## src/rtl/mem_stage.sv

```systemverilog
// -----------------------------------------------------------------------------
// mem_stage
// Memory stage of the pipeline, downstream of execute. Performs a multi-cycle
// access to an internal word memory with a fixed access latency, raises
// `stall` to freeze the upstream stages while the access is in flight, and
// drives the MEM/WB pipeline register feeding write-back.
//
// Parameters
//   DEPTH    data memory depth in 32-bit words (power of two, >= 2)
//   LATENCY  cycles `stall` stays high per access; 0 = single-cycle, no stall
//
// Ports
//   clk            clock, rising edge
//   rst            synchronous reset, active low
//   wb_en_in       write-back enable from execute
//   mem_r_en_in    load request
//   mem_w_en_in    store request
//   alu_res_in     byte address for loads/stores, pass-through result otherwise
//   val_rm_in      store data
//   dest_in        destination register
//   stall          freeze request to PC/IF/ID/EXE and their pipeline registers
//   wb_en_out      MEM/WB write-back enable
//   mem_r_en_out   MEM/WB load flag (selects mem_data_out in WB)
//   alu_res_out    MEM/WB ALU result
//   mem_data_out   MEM/WB load data (0 for non-loads)
//   dest_out       MEM/WB destination register
//
// State   | Meaning
// --------+---------------------------------------------------------------
// S_IDLE  | no access in flight; pass-through, or start of a new access
// S_WAIT  | access in flight, counter running down, stall held high
// S_DONE  | access completes; memory read/write, MEM/WB captures results
// -----------------------------------------------------------------------------
module mem_stage #(
  parameter int DEPTH   = 64,
  parameter int LATENCY = 4
) (
  input  logic        clk,
  input  logic        rst,
  input  logic        wb_en_in,
  input  logic        mem_r_en_in,
  input  logic        mem_w_en_in,
  input  logic [31:0] alu_res_in,
  input  logic [31:0] val_rm_in,
  input  logic [3:0]  dest_in,
  output logic        stall,
  output logic        wb_en_out,
  output logic        mem_r_en_out,
  output logic [31:0] alu_res_out,
  output logic [31:0] mem_data_out,
  output logic [3:0]  dest_out
);

  localparam int AW = $clog2(DEPTH);
  // Counter only ever holds LATENCY-1 down to 0.
  localparam int CW = (LATENCY > 1) ? $clog2(LATENCY) : 1;
  localparam logic [CW-1:0] CNT_LOAD = CW'((LATENCY > 0) ? (LATENCY - 1) : 0);

  typedef enum logic [1:0] {
    S_IDLE = 2'd0,
    S_WAIT = 2'd1,
    S_DONE = 2'd2
  } state_t;

  state_t          state;
  state_t          state_nxt;
  logic [CW-1:0]   cnt;
  logic [CW-1:0]   cnt_nxt;
  logic            req;
  logic            access;
  logic            stall_int;
  logic [31:0]     addr_off;
  logic [AW-1:0]   index;
  logic [31:0]     rd_data;
  logic            unused_addr_bits;
  logic [31:0]     mem [DEPTH];

  assign req = mem_r_en_in | mem_w_en_in;

  // Data memory is based at byte address 1024; the word index wraps modulo
  // DEPTH and the byte offset within the word is ignored.
  assign addr_off         = alu_res_in - 32'd1024;
  assign index            = addr_off[AW+1:2];
  assign unused_addr_bits = ^{addr_off[31:AW+2], addr_off[1:0]};

  // Asynchronous read so DONE sees the pre-store word when both enables
  // are set.
  assign rd_data = mem[index];

  always_comb begin
    state_nxt = state;
    cnt_nxt   = cnt;
    stall_int = 1'b0;
    access    = 1'b0;
    case (state)
      S_IDLE: begin
        if (req) begin
          if (LATENCY == 0) begin
            access = 1'b1;
          end else begin
            stall_int = 1'b1;
            cnt_nxt   = CNT_LOAD;
            state_nxt = (LATENCY == 1) ? S_DONE : S_WAIT;
          end
        end
      end
      S_WAIT: begin
        stall_int = 1'b1;
        cnt_nxt   = cnt - CW'(1);
        if (cnt == CW'(1)) begin
          state_nxt = S_DONE;
        end
      end
      S_DONE: begin
        access    = 1'b1;
        state_nxt = S_IDLE;
      end
      default: begin
        state_nxt = S_IDLE;
      end
    endcase
  end

  // Reset must silence the freeze request immediately, not one edge later.
  assign stall = rst & stall_int;

  always_ff @(posedge clk) begin
    if (!rst) begin
      state        <= S_IDLE;
      cnt          <= '0;
      wb_en_out    <= 1'b0;
      mem_r_en_out <= 1'b0;
      alu_res_out  <= '0;
      mem_data_out <= '0;
      dest_out     <= '0;
    end else begin
      state <= state_nxt;
      cnt   <= cnt_nxt;
      if (stall_int) begin
        // Bubble into WB; data fields keep their last values.
        wb_en_out    <= 1'b0;
        mem_r_en_out <= 1'b0;
      end else begin
        wb_en_out    <= wb_en_in;
        mem_r_en_out <= mem_r_en_in;
        alu_res_out  <= alu_res_in;
        dest_out     <= dest_in;
        mem_data_out <= mem_r_en_in ? rd_data : 32'd0;
      end
    end
  end

  // Memory contents survive reset; a store caught by reset is simply dropped.
  always_ff @(posedge clk) begin
    if (rst && access && mem_w_en_in) begin
      mem[index] <= val_rm_in;
    end
  end

endmodule

```

## config.mk

```make
export PLATFORM = sky130hd
export DESIGN_NAME = mem_stage
export DESIGN_NICKNAME = d
export VERILOG_FILES = /design/src/rtl/mem_stage.sv
export SDC_FILE = /design/constraint.sdc
export NUM_CORES = 2
export LEC_CHECK = 0
export BUFFER_PORTS_ARGS = -buffer_cell sky130_fd_sc_hd__buf_2
export CORE_ASPECT_RATIO = 1.4
export CORE_MARGIN = 1.5
export CORE_UTILIZATION = 57
export DETAILED_ROUTE_END_ITERATION = 10
export HOLD_SLACK_MARGIN = 0.06
export PLACE_DENSITY = 0.75
export SYNTH_ARGS = -nofsm -noshare
export SYNTH_HDL_FRONTEND = slang
export SYNTH_SLANG_ARGS = --single-unit
```

## constraint.sdc

```tcl
create_clock -name clk -period 3.3 [get_ports clk]
set_input_delay 0 -clock clk [delete_from_list [all_inputs] [get_ports clk]]
set_output_delay 0 -clock clk [all_outputs]
set_load 0.01 [all_outputs]
```

==> run_results.csv <==
group,metric,value,unit
timing,maxSlewHeadroom,0.0992,
logic_synthesis,async_reset_ff_frac,0,
grt,grt_pass1_vias,45700,
floorplan,io_pins,144,
final_layout,multi_input_area,17300,um^2
timing,hold_viol,0,
power,peakVddDrop,638,uV
logic_synthesis,syn-cell-area,81300,um^2
clock_network,cts_sinks,2122,
critical_path,crit_start,"alu_res_in[3]",
final_layout,drive_gt1_frac,0.208,
final_layout,final_net_count,4856,
critical_path,cp_cell_sequence,"dlygate4sd3_1, buf_8, and2_4, buf_4, a221oi_1, o21ai_0, buf_4, a2111oi_0, buf_4, a32oi_1",
timing,rsz0062_at_grt,"false",
logic_synthesis,seq_area_frac_synth,0.775,
timing,setup_tns,0,ps
floorplan,die_w,322,um
power,p_comb_frac,0.058,
logic_synthesis,netlist_instances,4356,
critical_path,path_class,"in2reg",
clock_network,root_buffer,"clkbuf_16",
clock_network,cts_max_level,4,
logic_synthesis,yosysMostFrequentCell,"edfxtp_1",
critical_path,critPathMostFrequentCell,"buf_4",
power,p_leak,30.4,nW
final_layout,final_core_util,0.664,
final_layout,fillers,8887,
floorplan,rows,163,
logic_synthesis,ys.flop_type,"edfxtp_1",
timing,slew_violations,0,
power,swShare,0.218,
timing,layout_min_cycle_time,2930,ps
grt,track_usage,0.317,
route,wl_per_cell,33.4,um
route,drt-pass1-iter-count,9,
critical_path,worstPathArrival,3610,ps
critical_path,reg2reg_slack,460,ps
final_layout,regArea,63000,um^2
timing,setup_viol,0,
status,status,"finished, final reports clean",
floorplan,die_y,450,um
final_layout,area_delta_synth_final,15.5,%
power,p_switching,11.9,mW
power,power,54.5,mW
timing,holdWs,97.7,ps
critical_path,reg2reg_to,"mem_data_out[16]$_SDFFE_PN0N_",
critical_path,rr_worst_depth,6,
timing,fmax,341,MHz
route,postRouteWirelength,229,mm
logic_synthesis,synth_seq_cells,2122,
floorplan,core_area,141000,um^2
floorplan,start_util,0.575,
critical_path,crit_end,"mem_data_out[15]$_SDFFE_PN0N_",
timing,skew,28.4,ps
critical_path,cpMaxStageDelayCell,"a2111oi_0",
floorplan,die_area,145000,um^2
worst_hold_path,worst_hold_path_type,"in2reg",
clock_network,cts_inserted_buffers,186,
critical_path,r2r_start,"mem[45][16]$_DFFE_PP_",
logic_synthesis,yosys.cell_types.count,65,
grt,grt-ovfl-total,0,
clock_network,cts_buffer_depth,3,
power,p_int,42.6,mW
logic_synthesis,synth_common_cells,"edfxtp_1, mux2i_1, a221oi_1, nand2_1, mux4_2",
placed_design,hpwlAfterDp,134,mm
route,vias,46300,
critical_path,required,3980,ps
route,route.antenna.remaining_nets,0,
critical_path,critical-path-max-stage-delay,870,ps
power,seqPwrFrac,0.542,
job,maxCapViolations,0,
logic_synthesis,synth_warnings,0,
clock_network,insertion_delay,840,ps
route,drtIter0Drc,6425,
route,routed_via_density,6.76,
critical_path,worstPathMaxFanout,45,
grt,antenna_found_initial,12,
power,pwr_density_cell,581,nW/um^2
grt,grt_start_max_net_pins,107,
critical_path,endpoint_kind,"register",
critical_path,setup.worst_path.start_class,"input port",
clock_network,cts_tree,"done",
clock_network,path_clk_slew,60,ps
logic_synthesis,syn_nets,4430,
logic_synthesis,synth_edf_count,2048,
placed_design,gp_congestion,0.925,
grt,grt_pass1_wl,323,mm
logic_synthesis,syn_avg_cell_area,18.7,um^2
route,drcViolationCount,0,
logic_synthesis,synth_area_leaders,"edfxtp_1, mux2i_1, mux4_2, a221oi_1, dfxtp_1",
placed_design,port_buffers,143,
timing,finalCritPeriodShare,0.887,
timing,tightest_slew,1350,ps
power,clockPowerShare,0.400,
logic_synthesis,yosys.area.top_type_share,0.757,
clock_network,cts_setup_buffers,0,
logic_synthesis,yosysTopAreaCell,"edfxtp_1",
-- routing by layer --
| metal | vias to the layer above | track usage | part of all wire |
|---|---|---|---|
| met1 | 23600 | 0.394 | 0.33 |
| met5 | - | 0 | 0.00020 |
| met3 | 639 | 0.0598 | 0.10 |
| met2 | 3162 | 0.513 | 0.49 |
| met4 | 10 | 0.201 | 0.073 |
| li1 | 18900 | - | - |
-- state kept, by name, indices dropped and copies added (netlist names) --
signal / count
mem: 2048
mem_data_out: 32
cnt: 2
mem_r_en_out: 1
state: 2
dest_out: 4
wb_en_out: 1
alu_res_out: 32
-- layout by cell type (no fill, tap or decap), types with 15 or more instances in the layout --
master / n
edfxtp_1: 2048
mux2i_1: 357
a221oi_1: 245
buf_4: 215
clkbuf_16: 188
nand2_1: 187
mux4_2: 152
buf_2: 139
o22a_1: 129
a22oi_1: 119
dlygate4sd3_1: 113
a21oi_1: 99
buf_12: 80
dfxtp_1: 74
nand2b_1: 66
nor2_4: 65
or2_2: 60
o211ai_1: 58
o221ai_1: 58
o21ai_0: 51
nor2_1: 37
a31oi_1: 37
clkbuf_1: 36
clkinv_2: 34
clkinv_1: 34
a32oi_1: 32
nand4_1: 29
bufinv_16: 16
a2111oi_2: 15
-- worst min-delay path by stage --
stage / from / endpoint / slack (ps) / cells past startpoint
3_5_place_dp: wb_en_in / wb_en_out$_SDFF_PP0_ / 240 / 2
5_1_grt: val_rm_in[16] / mem[5][16]$_DFFE_PP_ / 130 / 2
2_1_floorplan: val_rm_in[0] / mem[0][0]$_DFFE_PP_ / 100 / 0
4_1_cts: val_rm_in[16] / mem[5][16]$_DFFE_PP_ / 70 / 2
6_report: val_rm_in[16] / mem[6][16]$_DFFE_PP_ / 100 / 2
3_3_place_gp: wb_en_in / wb_en_out$_SDFF_PP0_ / 240 / 2
-- power groups by stage --
stage | sequential (mW) | combinational [mW] | clock, mW
6_report | 29.6 | 3.14 | 21.8
3_5_place_dp | 30.1 | 2.95 | 0
5_1_grt | 29.5 | 3.23 | 22.9
3_3_place_gp | 30.1 | 2.90 | 0
2_1_floorplan | 30.1 | 1.42 | 0
4_1_cts | 29.6 | 3.07 | 21.9
-- critical path: cells and delay by family --
kind	cells	cell delay, ps
buffers and inverters	5	1670
AOI/OAI and AO/OA	4	1550
and+or+nand+nor	1	350
-- logic make-up after synthesis --
group,after synthesis,share of synthesized area
buf+inv,323,0.0196
compound gates,900,0.0867
simple gates,491,0.0295
flops,2122,0.775
fa+ha+maj,1,0.000154
mux,519,0.0891
-- what timing repair did --
item | CTS | global route
endpoints found under the hold margin | 1435 | 0
endpoints found under the setup margin | 0 | 1
gates resized for setup | 0 | 1
hold buffers | 113 | 0
-- area by class of cell --
class | instances | area share
Antenna cell | 5 | 0.000133
Sequential cell | 2122 | 0.671
Multi-Input combinational cell | 1911 | 0.184
Inverter | 11 | 0.000493
Tap cell | 1897 | 0.0253
Timing Repair Buffer | 550 | 0.0542
Clock buffer | 237 | 0.0535
Clock inverter | 109 | 0.0114
-- metrics by stage --
| step | instance area, um^2 | setup slack (ps) | instances |
|---|---|---|---|
| after global routing | 93900 | 263 | 6838 |
| after floorplan | 81300 | 323 | 4356 |
| after CTS | 93800 | 180 | 6837 |
| after detailed placement | 86600 | -25.2 | 6378 |
| after global placement | 86600 | -410 | 6377 |
| final | 93900 | 372 | 6842 |
Power figures use the tool's default switching activity.
